<file path="src/rtl/gb_timer_pkg.sv">
// Shared constants and types for the DIV/TIMA/TMA/TAC timer block.
// Register addresses, TAC field layout and overflow FSM encoding.
package gb_timer_pkg;

  localparam logic [1:0] TIMER_ADDR_DIV  = 2'd0;
  localparam logic [1:0] TIMER_ADDR_TIMA = 2'd1;
  localparam logic [1:0] TIMER_ADDR_TMA  = 2'd2;
  localparam logic [1:0] TIMER_ADDR_TAC  = 2'd3;

  localparam int TAC_WIDTH  = 3;
  localparam int TAC_EN     = 2;
  localparam int TAC_SEL_HI = 1;
  localparam int TAC_SEL_LO = 0;

  typedef enum logic [1:0] {
    ST_IDLE    = 2'd0,
    ST_PENDING = 2'd1,
    ST_RELOAD  = 2'd2
  } timer_state_e;

endpackage

</file>
<file path="src/rtl/gb_timer_unit_if.sv">
// CPU-side register port of the timer: tick enable, write bus, read data and IRQ.
// The CPU/bus drives through master; the timer block sits behind slave.
interface gb_timer_unit_if #(
  parameter int TIMA_WIDTH = 8
);
  logic                  iTick;
  logic [1:0]            iAddr;
  logic                  iWe;
  logic [TIMA_WIDTH-1:0] iData;
  logic [TIMA_WIDTH-1:0] oData;
  logic                  oInterrupt0x50;

  modport master (
    output iTick, iAddr, iWe, iData,
    input  oData, oInterrupt0x50
  );

  modport slave (
    input  iTick, iAddr, iWe, iData,
    output oData, oInterrupt0x50
  );
endinterface

</file>
<file path="src/rtl/timer_tap_edge.sv">
// Selects the TAC-chosen system counter bit, gates it with the enable and
// flags a falling edge of the result, including edges caused by DIV/TAC writes.
module timer_tap_edge
  import gb_timer_pkg::*;
#(
  parameter int CNT_WIDTH = 16,
  parameter int TAP0      = 9,
  parameter int TAP1      = 3,
  parameter int TAP2      = 5,
  parameter int TAP3      = 7
) (
  input  logic                 iClock,
  input  logic                 iReset,
  input  logic [CNT_WIDTH-1:0] cnt,
  input  logic [TAC_WIDTH-1:0] tac,
  output logic                 oInc
);

  logic tap_bit;
  logic tin;
  logic prev_tin;
  logic unused_cnt;

  // NOTE: default assignment first keeps this combinational block free of inferred latches.
  always_comb begin
    tap_bit = 1'b0;
    case (tac[TAC_SEL_HI:TAC_SEL_LO])
      2'd0: tap_bit = cnt[TAP0];
      2'd1: tap_bit = cnt[TAP1];
      2'd2: tap_bit = cnt[TAP2];
      2'd3: tap_bit = cnt[TAP3];
      default: tap_bit = 1'b0;
    endcase
  end

  assign tin = tac[TAC_EN] & tap_bit;

  // Sampled every clock, not just on ticks, so register writes that drop tin are caught.
  // NOTE: clocked state uses non-blocking assignments so every flop sees pre-edge values.
  always_ff @(posedge iClock) begin
    if (iReset) prev_tin <= 1'b0;
    else        prev_tin <= tin;
  end

  assign oInc       = prev_tin & ~tin;
  assign unused_cnt = ^cnt;

endmodule

</file>
<file path="src/rtl/gb_timer_unit.sv">
// DIV/TIMA/TMA/TAC timer: free-running system counter, programmable timer with
// delayed modulo reload, CPU register port and the 0x50 interrupt pulse.
module gb_timer_unit
  import gb_timer_pkg::*;
#(
  parameter int CNT_WIDTH    = 16,
  parameter int TIMA_WIDTH   = 8,
  parameter int TAP0         = 9,
  parameter int TAP1         = 3,
  parameter int TAP2         = 5,
  parameter int TAP3         = 7,
  parameter int RELOAD_DELAY = 4
) (
  input logic            iClock,
  input logic            iReset,
  gb_timer_unit_if.slave bus
);

  // Down-counter holds RELOAD_DELAY-1; RELOAD_DELAY is expected to be at least 2.
  localparam int DLY_W = (RELOAD_DELAY > 2) ? $clog2(RELOAD_DELAY) : 1;

  logic [CNT_WIDTH-1:0]  cnt;
  logic [TIMA_WIDTH-1:0] tima;
  logic [TIMA_WIDTH-1:0] tma;
  logic [TAC_WIDTH-1:0]  tac;
  logic [DLY_W-1:0]      dly;
  timer_state_e          state;
  logic                  irq;
  logic                  inc;
  logic                  div_we, tima_we, tma_we, tac_we;
  logic [TIMA_WIDTH-1:0] tma_next;
  logic [TIMA_WIDTH-1:0] rdata;

  assign div_we  = bus.iWe && (bus.iAddr == TIMER_ADDR_DIV);
  assign tima_we = bus.iWe && (bus.iAddr == TIMER_ADDR_TIMA);
  assign tma_we  = bus.iWe && (bus.iAddr == TIMER_ADDR_TMA);
  assign tac_we  = bus.iWe && (bus.iAddr == TIMER_ADDR_TAC);

  // A TMA write landing in the reload cycle is the value that gets loaded.
  assign tma_next = tma_we ? bus.iData : tma;

  timer_tap_edge #(
    .CNT_WIDTH (CNT_WIDTH),
    .TAP0      (TAP0),
    .TAP1      (TAP1),
    .TAP2      (TAP2),
    .TAP3      (TAP3)
  ) u_tap_edge (
    .iClock (iClock),
    .iReset (iReset),
    .cnt    (cnt),
    .tac    (tac),
    .oInc   (inc)
  );

  always_ff @(posedge iClock) begin
    if (iReset) begin
      cnt <= '0;
      tma <= '0;
      tac <= '0;
    end else begin
      if (div_we)         cnt <= '0;
      else if (bus.iTick) cnt <= cnt + CNT_WIDTH'(1);
      if (tma_we) tma <= bus.iData;
      if (tac_we) tac <= bus.iData[TAC_WIDTH-1:0];
    end
  end

  always_ff @(posedge iClock) begin
    if (iReset) begin
      state <= ST_IDLE;
      tima  <= '0;
      dly   <= '0;
      irq   <= 1'b0;
    end else begin
      irq <= 1'b0;
      case (state)
        ST_IDLE: begin
          if (tima_we) begin
            tima <= bus.iData;
          end else if (inc) begin
            if (&tima) begin
              tima  <= '0;
              dly   <= DLY_W'(RELOAD_DELAY - 1);
              state <= ST_PENDING;
            end else begin
              tima <= tima + TIMA_WIDTH'(1);
            end
          end
        end
        ST_PENDING: begin
          if (tima_we) begin
            tima  <= bus.iData;
            state <= ST_IDLE;
          end else begin
            if (inc) tima <= tima + TIMA_WIDTH'(1);
            if (bus.iTick) begin
              dly <= dly - DLY_W'(1);
              if (dly <= DLY_W'(1)) state <= ST_RELOAD;
            end
          end
        end
        ST_RELOAD: begin
          // TIMA writes and edge increments are dropped while the reload is outstanding.
          if (bus.iTick) begin
            tima  <= tma_next;
            irq   <= 1'b1;
            state <= ST_IDLE;
          end
        end
        default: state <= ST_IDLE;
      endcase
    end
  end

  always_comb begin
    rdata = '0;
    case (bus.iAddr)
      TIMER_ADDR_DIV:  rdata = cnt[CNT_WIDTH-1 -: 8];
      TIMER_ADDR_TIMA: rdata = tima;
      TIMER_ADDR_TMA:  rdata = tma;
      TIMER_ADDR_TAC:  rdata = {{(TIMA_WIDTH-TAC_WIDTH){1'b1}}, tac};
      default:         rdata = '0;
    endcase
  end

  assign bus.oData          = rdata;
  assign bus.oInterrupt0x50 = irq;

endmodule
</file>
<file path="src/flat_wrapper.sv">
// flat-port wrapper written by rule: the top's interface ports become plain ports
module gb_timer_unit_flat import gb_timer_pkg::*;
#(
  parameter int CNT_WIDTH    = 16,
  parameter int TIMA_WIDTH   = 8,
  parameter int TAP0         = 9,
  parameter int TAP1         = 3,
  parameter int TAP2         = 5,
  parameter int TAP3         = 7,
  parameter int RELOAD_DELAY = 4
)
  (iClock, iReset, bus_iTick, bus_iAddr, bus_iWe, bus_iData, bus_oData, bus_oInterrupt0x50);
  gb_timer_unit_if #(.TIMA_WIDTH(TIMA_WIDTH)) bus_i ();
  input logic iClock;
  input logic iReset;
  input wire logic [$bits(bus_i.iTick)-1:0] bus_iTick;
  input wire logic [$bits(bus_i.iAddr)-1:0] bus_iAddr;
  input wire logic [$bits(bus_i.iWe)-1:0] bus_iWe;
  input wire logic [$bits(bus_i.iData)-1:0] bus_iData;
  output wire logic [$bits(bus_i.oData)-1:0] bus_oData;
  output wire logic [$bits(bus_i.oInterrupt0x50)-1:0] bus_oInterrupt0x50;
  assign bus_i.iTick = bus_iTick;
  assign bus_i.iAddr = bus_iAddr;
  assign bus_i.iWe = bus_iWe;
  assign bus_i.iData = bus_iData;
  assign bus_oData = bus_i.oData;
  assign bus_oInterrupt0x50 = bus_i.oInterrupt0x50;
  gb_timer_unit #(.CNT_WIDTH(CNT_WIDTH), .TIMA_WIDTH(TIMA_WIDTH), .TAP0(TAP0), .TAP1(TAP1), .TAP2(TAP2), .TAP3(TAP3), .RELOAD_DELAY(RELOAD_DELAY)) u_core (.iClock(iClock), .iReset(iReset), .bus(bus_i));
endmodule
</file>
<file path="config.mk">
export PLATFORM = sky130hd
export DESIGN_NAME = gb_timer_unit_flat
export DESIGN_NICKNAME = d
export VERILOG_FILES = /design/src/rtl/gb_timer_pkg.sv /design/src/rtl/gb_timer_unit_if.sv /design/src/rtl/timer_tap_edge.sv /design/src/rtl/gb_timer_unit.sv /design/src/flat_wrapper.sv
export SDC_FILE = /design/constraint.sdc
export NUM_CORES = 1
export LEC_CHECK = 0
export ABC_CLOCK_PERIOD_IN_PS = 3100
export BUFFER_PORTS_ARGS = -buffer_cell sky130_fd_sc_hd__buf_2
export CORE_MARGIN = 1.5
export CORE_UTILIZATION = 40
export DETAILED_ROUTE_END_ITERATION = 10
export PLACE_DENSITY_LB_ADDON = 0.12
export RECOVER_POWER = 50
export SLEW_MARGIN = 20
export SYNTH_ARGS = -nofsm -noshare
export SYNTH_HDL_FRONTEND = slang
export SYNTH_SLANG_ARGS = --single-unit
</file>
<file path="constraint.sdc">
create_clock -name iClock -period 3.1 [get_ports iClock]
set_input_delay 0.93 -clock iClock [delete_from_list [all_inputs] [get_ports iClock]]
set_output_delay 0.93 -clock iClock [all_outputs]
set_load 0.1 [all_outputs]
</file>
# Word-level counts from Yosys, hierarchy flattened

Index checks and enable logic that the tools add are counted.

Reduce and logical (&&, ||, !) cells: 15
Eq/ne operators: 18
Magnitude comparators: 1
Add/sub/neg operators: 3
$mul: 0
Divide/modulo/power cells: 0
Muxes and demuxes: 25
Shifts and indexed selects: 0
Bitwise gates (word level): 4

Operators with widths:

| kind                                                                             | number |
|---|---|
| 8-bit two-way mux                                                                | 7 |
| 8-bit one-hot mux with 4 select lines                                            | 1 |
| 2-bit two-way mux                                                                | 12 |
| 8-bit one-hot mux with 3 select lines                                            | 1 |
| 16-bit by 1-bit adder with 16-bit output, second input constant                  | 1 |
| 6-bit AND reduction                                                              | 2 |
| 2-bit equality test, second input constant                                       | 5 |
| 3-bit by 1-bit != test with 1-bit output, second input constant                  | 3 |
| 8-bit by 1-bit adder with 8-bit output, second input constant                    | 1 |
| 2-bit != test, second input constant                                             | 4 |
| 8-bit AND reduction                                                              | 1 |
| 2-bit by 1-bit equality test with 1-bit output, second input constant            | 3 |
| 2-bit zero test                                                                  | 3 |
| 2-bit one-hot mux with 3 select lines                                            | 1 |
| 1-bit logical AND                                                                | 4 |
| 2-bit by 1-bit != test with 1-bit output, second input constant                  | 2 |
| 1-bit one-hot mux with 4 select lines                                            | 1 |
| 2-bit one-hot mux with 2 select lines                                            | 1 |
| 4-bit AND reduction                                                              | 1 |
| 2-bit OR reduction                                                               | 2 |
| 3-bit by 2-bit != test with 1-bit output, second input constant                  | 1 |
| 3-bit nonzero test                                                               | 1 |
| 1-bit AND                                                                        | 2 |
| 2-bit by 1-bit less-or-equal comparator with 1-bit output, second input constant | 1 |
| 4 further kinds                                                                  | 5 |

Logic and storage cells: 74
ROM bits: 0
RAM bits: 0
Bits of input ports: 14
Memories kept: 0
Bits in latches: 0
Output and inout bits: 9
Register bits after elaboration: 41

# Logic depth before layout (Yosys ltp)

Gate-level depths: netlist of run 1.

Depth after elaboration: 8
Gate-level depth with buffers: 8

# By module

A second synthesis of run 1 with hierarchy kept.

Cell total of the unflattened synthesis: 247
Area total of the unflattened synthesis: 2,218.4 um^2

By module, submodules not included:

| module         | cells each | sequential area each (um^2) | instances | area an instance (um^2) |
|---|---|---|---|---|
| gb_timer_unit  | 238        | 800.8                       | 1         | 2,139.6 |
| timer_tap_edge | 9          | 20.0                        | 1         | 78.8 |

# Worst setup path after synthesis of run 1

OpenSTA, ideal clock, no wires.

Path kind: input-to-output
From: input bus_iAddr[0]
To: output bus_oData[1]
Data required time: 2,170 ps
Cell stages on the path: 2
Slack: -112 ps
Arrival: 2,282 ps
Cell sequence: buf_1 > mux4_1

Cells in the longest elaborated chain, start to end: 2
Elaborated cells on any way between the ends: 5

Ends and longest elaborated chain:

| item                                        | line                 | RTL |
|---|---|---|
| start, declared                             | flat_wrapper.sv:17   | `input wire logic [$bits(bus_i.iAddr)-1:0] bus_iAddr;` |
| 2-bit equality test (tied with other cells) | gb_timer_unit.sv:118 | `case (bus.iAddr)` |
| 8-bit one-hot mux with 4 select lines (*)   | gb_timer_unit.sv:118 |  |
| end, declared                               | flat_wrapper.sv:20   | `output wire logic [$bits(bus_i.oData)-1:0] bus_oData;` |

Every way passes the cells marked *; elsewhere a longest branch is shown, timed or not.

# Final worst setup path of run 1

From: input bus_iAddr[1]
To: output bus_oData[3]

Same word-level chain as after synthesis.

==> impl_metrics.ini, run 1 <==
[power]
leakagePower_nw = 1.03
power_mw = 1.12
powerDensity_nw_per_um2 = 414
vdd_drop_max_uv = 207

[clock_network]
clock_sinks = 41
clk_pin_slew_worst_paths_ps = 70
cts_resized = 0
cts_tree = done
cts_buffer_depth = 2
numCtsBuffers = 5
clk_latency_ps = 300
ctsHoldBuffers = 0
htree_levels = 2
root_buffer = clkbuf_8
post_cts_buffers = 0

[route]
drt-total-wl_um = 5470
drtIter0Drc = 99
avgViaCountPerCell = 5.42
vias = 1966
drc = 0
post_drt_wl_per_cell_um = 15.1
dr.pass1.iters = 4
drtAntennaViolNets = 0

[sta]
finalCriticalPeriod_ps = 2900
max_slew_margin_pct = 39.2
setup_ws_ps = 205
setup_viol = 0
finalHoldViolCount = 0
rsz0062_at_grt = no
clock.fmax_ghz = 0.345
period_share_pct = 93.4
finClkSkew_ps = 4.08
slew_viol_final = 0
worstMarginPinSlew_ps = 912
finalSetupTns_ps = 0
hold_ws_ps = 498

[placement]
dp.cells = 356
post_dp_cell_area_um2 = 2620
gp_congestion = 0.850
io_buffers = 22
place_ws_ps = 200
dp.final_hpwl_um = 4020

[synthesis]
synth_edf_count = 0
synth.distinct_cells = 50
syn_area_per_cell_um2 = 8.74
yosys.area.top_type = dfxtp_1
synth.area.top_cells = dfxtp_1 (35%), nor2_1 (5.6%), mux2i_1 (5.6%)
ys_seq_area_share_pct = 35.0
yosysMostFrequentCell = dfxtp_1
synthArstFlopShare_pct = 0
synth_flop_cell = dfxtp_1
ys_seq_elements = 41
synth_nets = 289
synth_common_cells = dfxtp_1 (41), nor2_1 (35), nand2_1 (15), mux2i_1 (13), a21oi_1 (12)
ys_warn_count = 0
postSynthCellCount = 268
syn-cell-area_um2 = 2340
yosysTopAreaCellShare_pct = 35.0

[worst_setup_path]
path_buf_inv = 2
slowest_delay_ps = 380
cp_data_required_time_ps = 2170
worstReg2RegStart = u_core.state[1]$_SDFFE_PP0P_
end_kind = primary output
crit_chain = buf_2, mux2_2, o22a_2, buf_12
cp_slowest_cell = mux2_2
cp.arrival_ps = 1970
cp_top_family = buffers and inverters
cp_max_fo = 15
startpoint = bus_iAddr[1]
worstSetupPathType = primary input to primary output
start_kind = primary input

[cells_and_area]
layout.cells.non_filler = 363
area_growth_pct = 15.5
postLayoutCellArea_um2 = 2710
finalCoreUtilization_pct = 48.6
fillers = 547
final_net_count = 312
seq_area_um2 = 821
multiInputGateArea_um2 = 1440
diodes = 0
drive_above_1_share_pct = 18.2

[run]
drv_cap = 0

[die]
die_w_um = 79.5
fp.dieH_um = 79.5
die-area_um2 = 6330
ioPinCount = 23
core_um2 = 5570
initial_core_util_pct = 42.0
num_rows = 27

[outcome]
status = complete, no violations

[global_routing]
grt_overflow = 0
grt_pass1_wl_um = 9120
antenna_found_initial = 0
grtUsageTotal_pct = 18.8
grt_max_degree = 18
grt_pass1_vias = 1832

[min_path]
hold_start = u_core.dly[0]$_SDFFE_PP0P_
min_path_type = flip-flop to flip-flop
-- per-layer routing --
layer | GRT usage (%) | up-vias | share of wire (%)
li1 | - | 1025 | -
met5 | 0 | - | 0
met3 | 4.69 | 6 | 3.4
met1 | 26.6 | 915 | 51
met2 | 27.4 | 20 | 44
met4 | 6.84 | 0 | 1.5
-- layout by cell type, fill, tap and decap left out, types with 7 or more instances in the layout --
master / synthesis / routed
nor3_1: 7 / 7
a21oi_1: 12 / 12
nand3_1: 10 / 10
inv_1: 8 / 8
nand4_1: 9 / 9
o21ai_0: 11 / 11
nor2_1: 35 / 35
ha_1: 7 / 7
buf_2: 5 / 16
nand2_1: 15 / 15
dfxtp_1: 41 / 41
mux2i_1: 13 / 13
-- kinds of logic (layout without fill, tap and decap cells) --
family | count (synthesis) | count (layout) | share of synthesized area (%)
buf+inv | 20 | 43 | 3.47
mux | 24 | 24 | 12.8
flops | 41 | 41 | 35.0
simple gates | 109 | 109 | 23.8
fa+ha+maj | 7 | 7 | 3.74
compound gates | 55 | 55 | 16.7
xor+xnor | 12 | 12 | 4.48
-- sequential cells by signal, indices dropped and copies added, names as in the netlist --
register / cells
u_core.tma: 8
u_core.u_tap_edge.prev_tin: 1
u_core.tima: 8
u_core.bus.oInterrupt0x50: 1
u_core.dly: 2
u_core.state: 2
u_core.cnt: 16
u_core.tac: 3
-- worst reg2reg max path, delay by kind of cell (launching register included) --
family	cells	cell delay, ps
AOI/OAI and AO/OA	2	290
buffers and inverters	1	90
DFF	1	350
adders and majority gates	1	300
and+or+nand+nor	3	1020
-- layout make-up --
type	instances	share of cell area, %
Timing Repair Buffer	28	8.18
Clock buffer	5	2.54
Multi-Input combinational cell	207	53.2
Clock inverter	2	1.29
Tap cell	72	3.33
Sequential cell	41	30.3
Inverter	8	1.11
-- power breakdown --
group | internal, mW | switching (mW) | total [mW]
logic | 0.0560 | 0.0992 | 0.155
registers | 0.535 | 0.00980 | 0.545
clock network | 0.234 | 0.186 | 0.420
total | 0.825 | 0.295 | 1.12
-- final timing paths --
kind | to | slack (ps) | cells after the start
worst max-delay path | bus_oData[3] | 200 | 4
worst min-delay path | u_core.dly[0]$_SDFFE_PP0P_ | 500 | 2
worst max register to register | u_core.tima[5]$_SDFFE_PP0P_ | 980 | 7
worst min register to register | u_core.dly[0]$_SDFFE_PP0P_ | 500 | 2
Power figures use the tool's default switching activity.
==> run 2, diff against run 1 <==
- CAP_MARGIN: not set -> 30
- REMOVE_ABC_BUFFERS: not set -> 1
==> impl_metrics.ini, run 2 (synthesized netlist as in run 1, its figures left out) <==
[clock_network]
cts_tree = done
post_cts_buffers = 0
htree_levels = 2
cts_buffer_depth = 2
clk_pin_slew_worst_paths_ps = 70
clk_latency_ps = 290
clock_sinks = 41
cts_resized = 0
numCtsBuffers = 5
root_buffer = clkbuf_8
ctsHoldBuffers = 0

[cells_and_area]
layout.cells.non_filler = 363
top_register = u_core.cnt
top_regs = u_core.cnt: 16 flops, u_core.tima: 8 flops, u_core.tma: 8 flops
final_cell_mix = dfxtp_1 (41), nor2_1 (35), nand2_1 (15), buf_2 (15), mux2i_1 (13)
area_growth_pct = 15.9
largest_register_ff_count = 16
final_net_count = 311
final_common_cell = dfxtp_1
drive_above_1_share_pct = 16.2
diodes = 0

[placement]
dp.final_hpwl_um = 4110
dp.cells = 355
gp_congestion = 0.812
place_ws_ps = 140
io_buffers = 22

[sta]
finalCriticalPeriod_ps = 2930
setup_viol = 0
finClkSkew_ps = 10.5
clock.fmax_ghz = 0.341
period_share_pct = 94.6
slew_viol_final = 0
finalSetupTns_ps = 0
worstMarginPinSlew_ps = 1160
max_slew_margin_pct = 23.0
setup_ws_ps = 168
finalHoldViolCount = 0
rsz0062_at_grt = no

[die]
ioPinCount = 23
core_um2 = 5570
initial_core_util_pct = 42.0
die_w_um = 79.5
fp.dieH_um = 79.5
num_rows = 27
die-area_um2 = 6330

[worst_setup_path]
crit_chain = buf_2, mux4_1, buf_2
worstReg2RegStart = u_core.tima[0]$_SDFFE_PP0P_
crit_top_cell = buf_2
r2r-end = u_core.tima[1]$_SDFFE_PP0P_
slowest_delay_ps = 590
r2r_setup_slack_ps = 960
cp_top_family = multiplexers
worstSetupPathType = primary input to primary output
cp.arrival_ps = 2000
path_buf_inv = 2
end_kind = primary output
cp_slowest_cell = mux4_1
rr_worst_depth = 6
cp_data_required_time_ps = 2170
cp_max_fo = 5
start_kind = primary input

[route]
drt-total-wl_um = 5470
avgViaCountPerCell = 5.54
dr.pass1.iters = 4
drc = 0
post_drt_wl_per_cell_um = 15.1
drtAntennaViolNets = 0
vias = 2011
drtIter0Drc = 123

[global_routing]
grtUsageTotal_pct = 18.9
grt_pass1_vias = 1918
grt_overflow = 0
grt_max_degree = 18
grt_pass1_wl_um = 9340
antenna_found_initial = 0

[run]
drv_cap = 0

[min_path]
hold_depth = 2
min_path_type = flip-flop to flip-flop
hold_start = u_core.dly[1]$_SDFFE_PP0P_
hold_end = u_core.dly[1]$_SDFFE_PP0P_

[outcome]
status = complete, no violations

[power]
vdd_drop_max_uv = 340
leakagePower_nw = 1.05
powerDensity_nw_per_um2 = 425
-- run 2: cell types whose count changed in the layout (fill, tap and decap cells not counted), sizes merged --
cell / delta
clkbuf: +2
clkinv: -1
buf: -1
-- run 2: routing by layer --
| metal | up-vias | track usage, % | routed length [µm] |
|---|---|---|---|
| met1 | 957 | 26.5 | 2840 |
| met5 | - | 0 | 0 |
| li1 | 1023 | - | - |
| met4 | 0 | 4.56 | 38 |
| met3 | 4 | 3.66 | 158 |
| met2 | 27 | 29.7 | 2430 |
-- run 2: stage by stage --
step / hold WS [ps] / power (mW) / utilization [%] / instance area [µm²]
global route: 516 / 1.19 / 48.7 / 2720
detailed placement: 481 / 0.715 / 46.7 / 2610
global placement: 478 / 0.714 / 46.7 / 2610
floorplan: 450 / 0.649 / - / 2290
CTS: 492 / 1.16 / 48.8 / 2720
finish: 486 / 1.15 / 48.7 / 2720
-- run 2: how the worst max path moves through the flow --
stage | start | endpoint | depth (start not counted)
5_1_grt | bus_iAddr[1] | bus_oData[3] | 4
2_1_floorplan | bus_iAddr[0] | bus_oData[1] | 1
3_3_place_gp | bus_iAddr[0] | bus_oData[1] | 3
4_1_cts | bus_iAddr[0] | bus_oData[1] | 3
6_report | bus_iAddr[0] | bus_oData[1] | 3
3_5_place_dp | bus_iAddr[0] | bus_oData[1] | 3
-- run 2: worst min-delay path, stage by stage, from the launching register on --
cell and delay, ps:
dfxtp_1 310, inv_1 70, a211oi_1 60
-- run 2: report_power, final --
| group | internal [mW] | switching, mW | leakage, nW | total, mW |
|---|---|---|---|---|
| registers | 0.535 | 0.00971 | 0.332 | 0.545 |
| clock network | 0.263 | 0.188 | 0.0585 | 0.451 |
| logic | 0.0554 | 0.101 | 0.655 | 0.157 |
-- run 2: cell type report --
| type | instances | area [µm²] |
|---|---|---|
| Fill cell | 561 | 2860 |
| Multi-Input combinational cell | 207 | 1440 |
| Sequential cell | 41 | 821 |
| Timing Repair Buffer | 27 | 216 |
| Tap cell | 72 | 90.1 |
| Clock buffer | 7 | 86.3 |
| Clock inverter | 1 | 30.0 |
| Inverter | 8 | 30.0 |
==> run 3, diff against run 2 <==
- CORE_UTILIZATION: 40 -> 55
==> impl_metrics.ini, run 3 (synthesized netlist as in run 1, its figures left out) <==
[outcome]
status = complete, no violations

[power]
power_mw = 1.15
combPwrFrac_pct = 13.3
vdd_drop_max_uv = 330
power_frac_seq_pct = 47.3
powerDensity_nw_per_um2 = 430
intPower_mw = 0.852
power_frac_clock_pct = 39.4
leakagePower_nw = 1.04
power_switching_mw = 0.301
swShare_pct = 26.1

[sta]
period_share_pct = 94.4
max_slew_margin_pct = 22.7
setup_viol = 0
finalSetupTns_ps = 0
finalHoldViolCount = 0
worstMarginPinSlew_ps = 1160
finalCriticalPeriod_ps = 2930
setup_ws_ps = 174
clock.fmax_ghz = 0.342
slew_viol_final = 0
finClkSkew_ps = 7.01
rsz0062_at_grt = no

[global_routing]
grt.busiest_layer = met2
met1_usage_pct = 35.0
grt_util_met3_pct = 3.95
antenna_found_initial = 0
grt_pass1_wl_um = 8670
use_met2_pct = 39.6
grtUsageTotal_pct = 25.4
grt_max_degree = 26
grt_overflow = 0
grt_pass1_vias = 1806

[cells_and_area]
largest_register_ff_count = 16
final_cell_mix = dfxtp_1 (41), nor2_1 (35), nand2_1 (15), buf_2 (15), mux2i_1 (13)
top_register = u_core.cnt
fillers = 339
area_growth_pct = 14.4
finalCoreUtilization_pct = 66.1
diodes = 0
drive_above_1_share_pct = 15.9
top_regs = u_core.cnt: 16 flops, u_core.tima: 8 flops, u_core.tma: 8 flops
layout.cells.non_filler = 340
final_common_cell = dfxtp_1
final_net_count = 310

[route]
dr.pass1.iters = 5
post_drt_wl_per_cell_um = 15.3
vias = 2012
drtIter0Drc = 86
avgViaCountPerCell = 5.92
drt-total-wl_um = 5210
drc = 0
drtAntennaViolNets = 0

[die]
initial_core_util_pct = 57.8
fp.dieH_um = 68.3
core_um2 = 4060
ioPinCount = 23
die_w_um = 68.3
num_rows = 23
die-area_um2 = 4660

[placement]
dp.final_hpwl_um = 3850
dp.cells = 332
io_buffers = 22
gp_congestion = 0.938
place_ws_ps = 178

[worst_setup_path]
start_kind = primary input
end_kind = primary output
cp_data_required_time_ps = 2170
cp_max_fo = 5
worstSetupPathType = primary input to primary output
cp.arrival_ps = 2000

[clock_network]
clk_latency_ps = 300
cts_resized = 0
cts_tree = done
cts_buffer_depth = 2
root_buffer = clkbuf_8
post_cts_buffers = 0
clk_pin_slew_worst_paths_ps = 80
clock_sinks = 41
numCtsBuffers = 5
htree_levels = 2
ctsHoldBuffers = 0

[run]
drv_cap = 0

[min_path]
min_path_type = flip-flop to flip-flop
==> run 3: routing by layer <==
layer	vias to the layer above	wire length, µm
met5	-	0
met4	0	97
met3	9	176
met2	26	2410
met1	958	2520
li1	1019	-
==> run 3: metrics by stage <==
| step | hold WS [ps] | instance area, µm² |
|---|---|---|
| after floorplan | 450 | 2290 |
| after global placement | 475 | 2570 |
| after detailed placement | 495 | 2570 |
| after CTS | 507 | 2690 |
| after global routing | 533 | 2680 |
| final | 505 | 2680 |
==> run 3: power by group through the flow <==
stage          registers [mW]  clock network, mW  logic, mW
3_5_place_dp            0.557                  0      0.155
4_1_cts                 0.545              0.461      0.156
5_1_grt                 0.547              0.483      0.164
6_report                0.545              0.454      0.154
3_3_place_gp            0.557                  0      0.154
2_1_floorplan           0.554                  0     0.0946
==> run 3: cell type report <==
class / count / area, µm² / share of cell area [%]
clock buffer: 6 / 82.6 / 3.08
timing repair buffer: 26 / 205 / 7.66
inverter: 8 / 30.0 / 1.12
sequential: 41 / 821 / 30.6
tap: 50 / 62.6 / 2.33
clock inverter: 2 / 37.5 / 1.40
multi-input combinational: 207 / 1440 / 53.8
==> run 3: worst paths after layout <==
check | to | cells after the start | from | slack (ps)
worst max-delay path | bus_oData[1] | 3 | bus_iAddr[0] | 170
worst min-delay path | u_core.dly[0]$_SDFFE_PP0P_ | 2 | u_core.dly[0]$_SDFFE_PP0P_ | 500
worst max register to register | u_core.tima[5]$_SDFFE_PP0P_ | 7 | u_core.state[1]$_SDFFE_PP0P_ | 930
worst min register to register | u_core.dly[0]$_SDFFE_PP0P_ | 2 | u_core.dly[0]$_SDFFE_PP0P_ | 500
==> run 3: critical path: stages <==
cell,delay (ps)
buf_2,170
mux4_1,580
buf_2,310
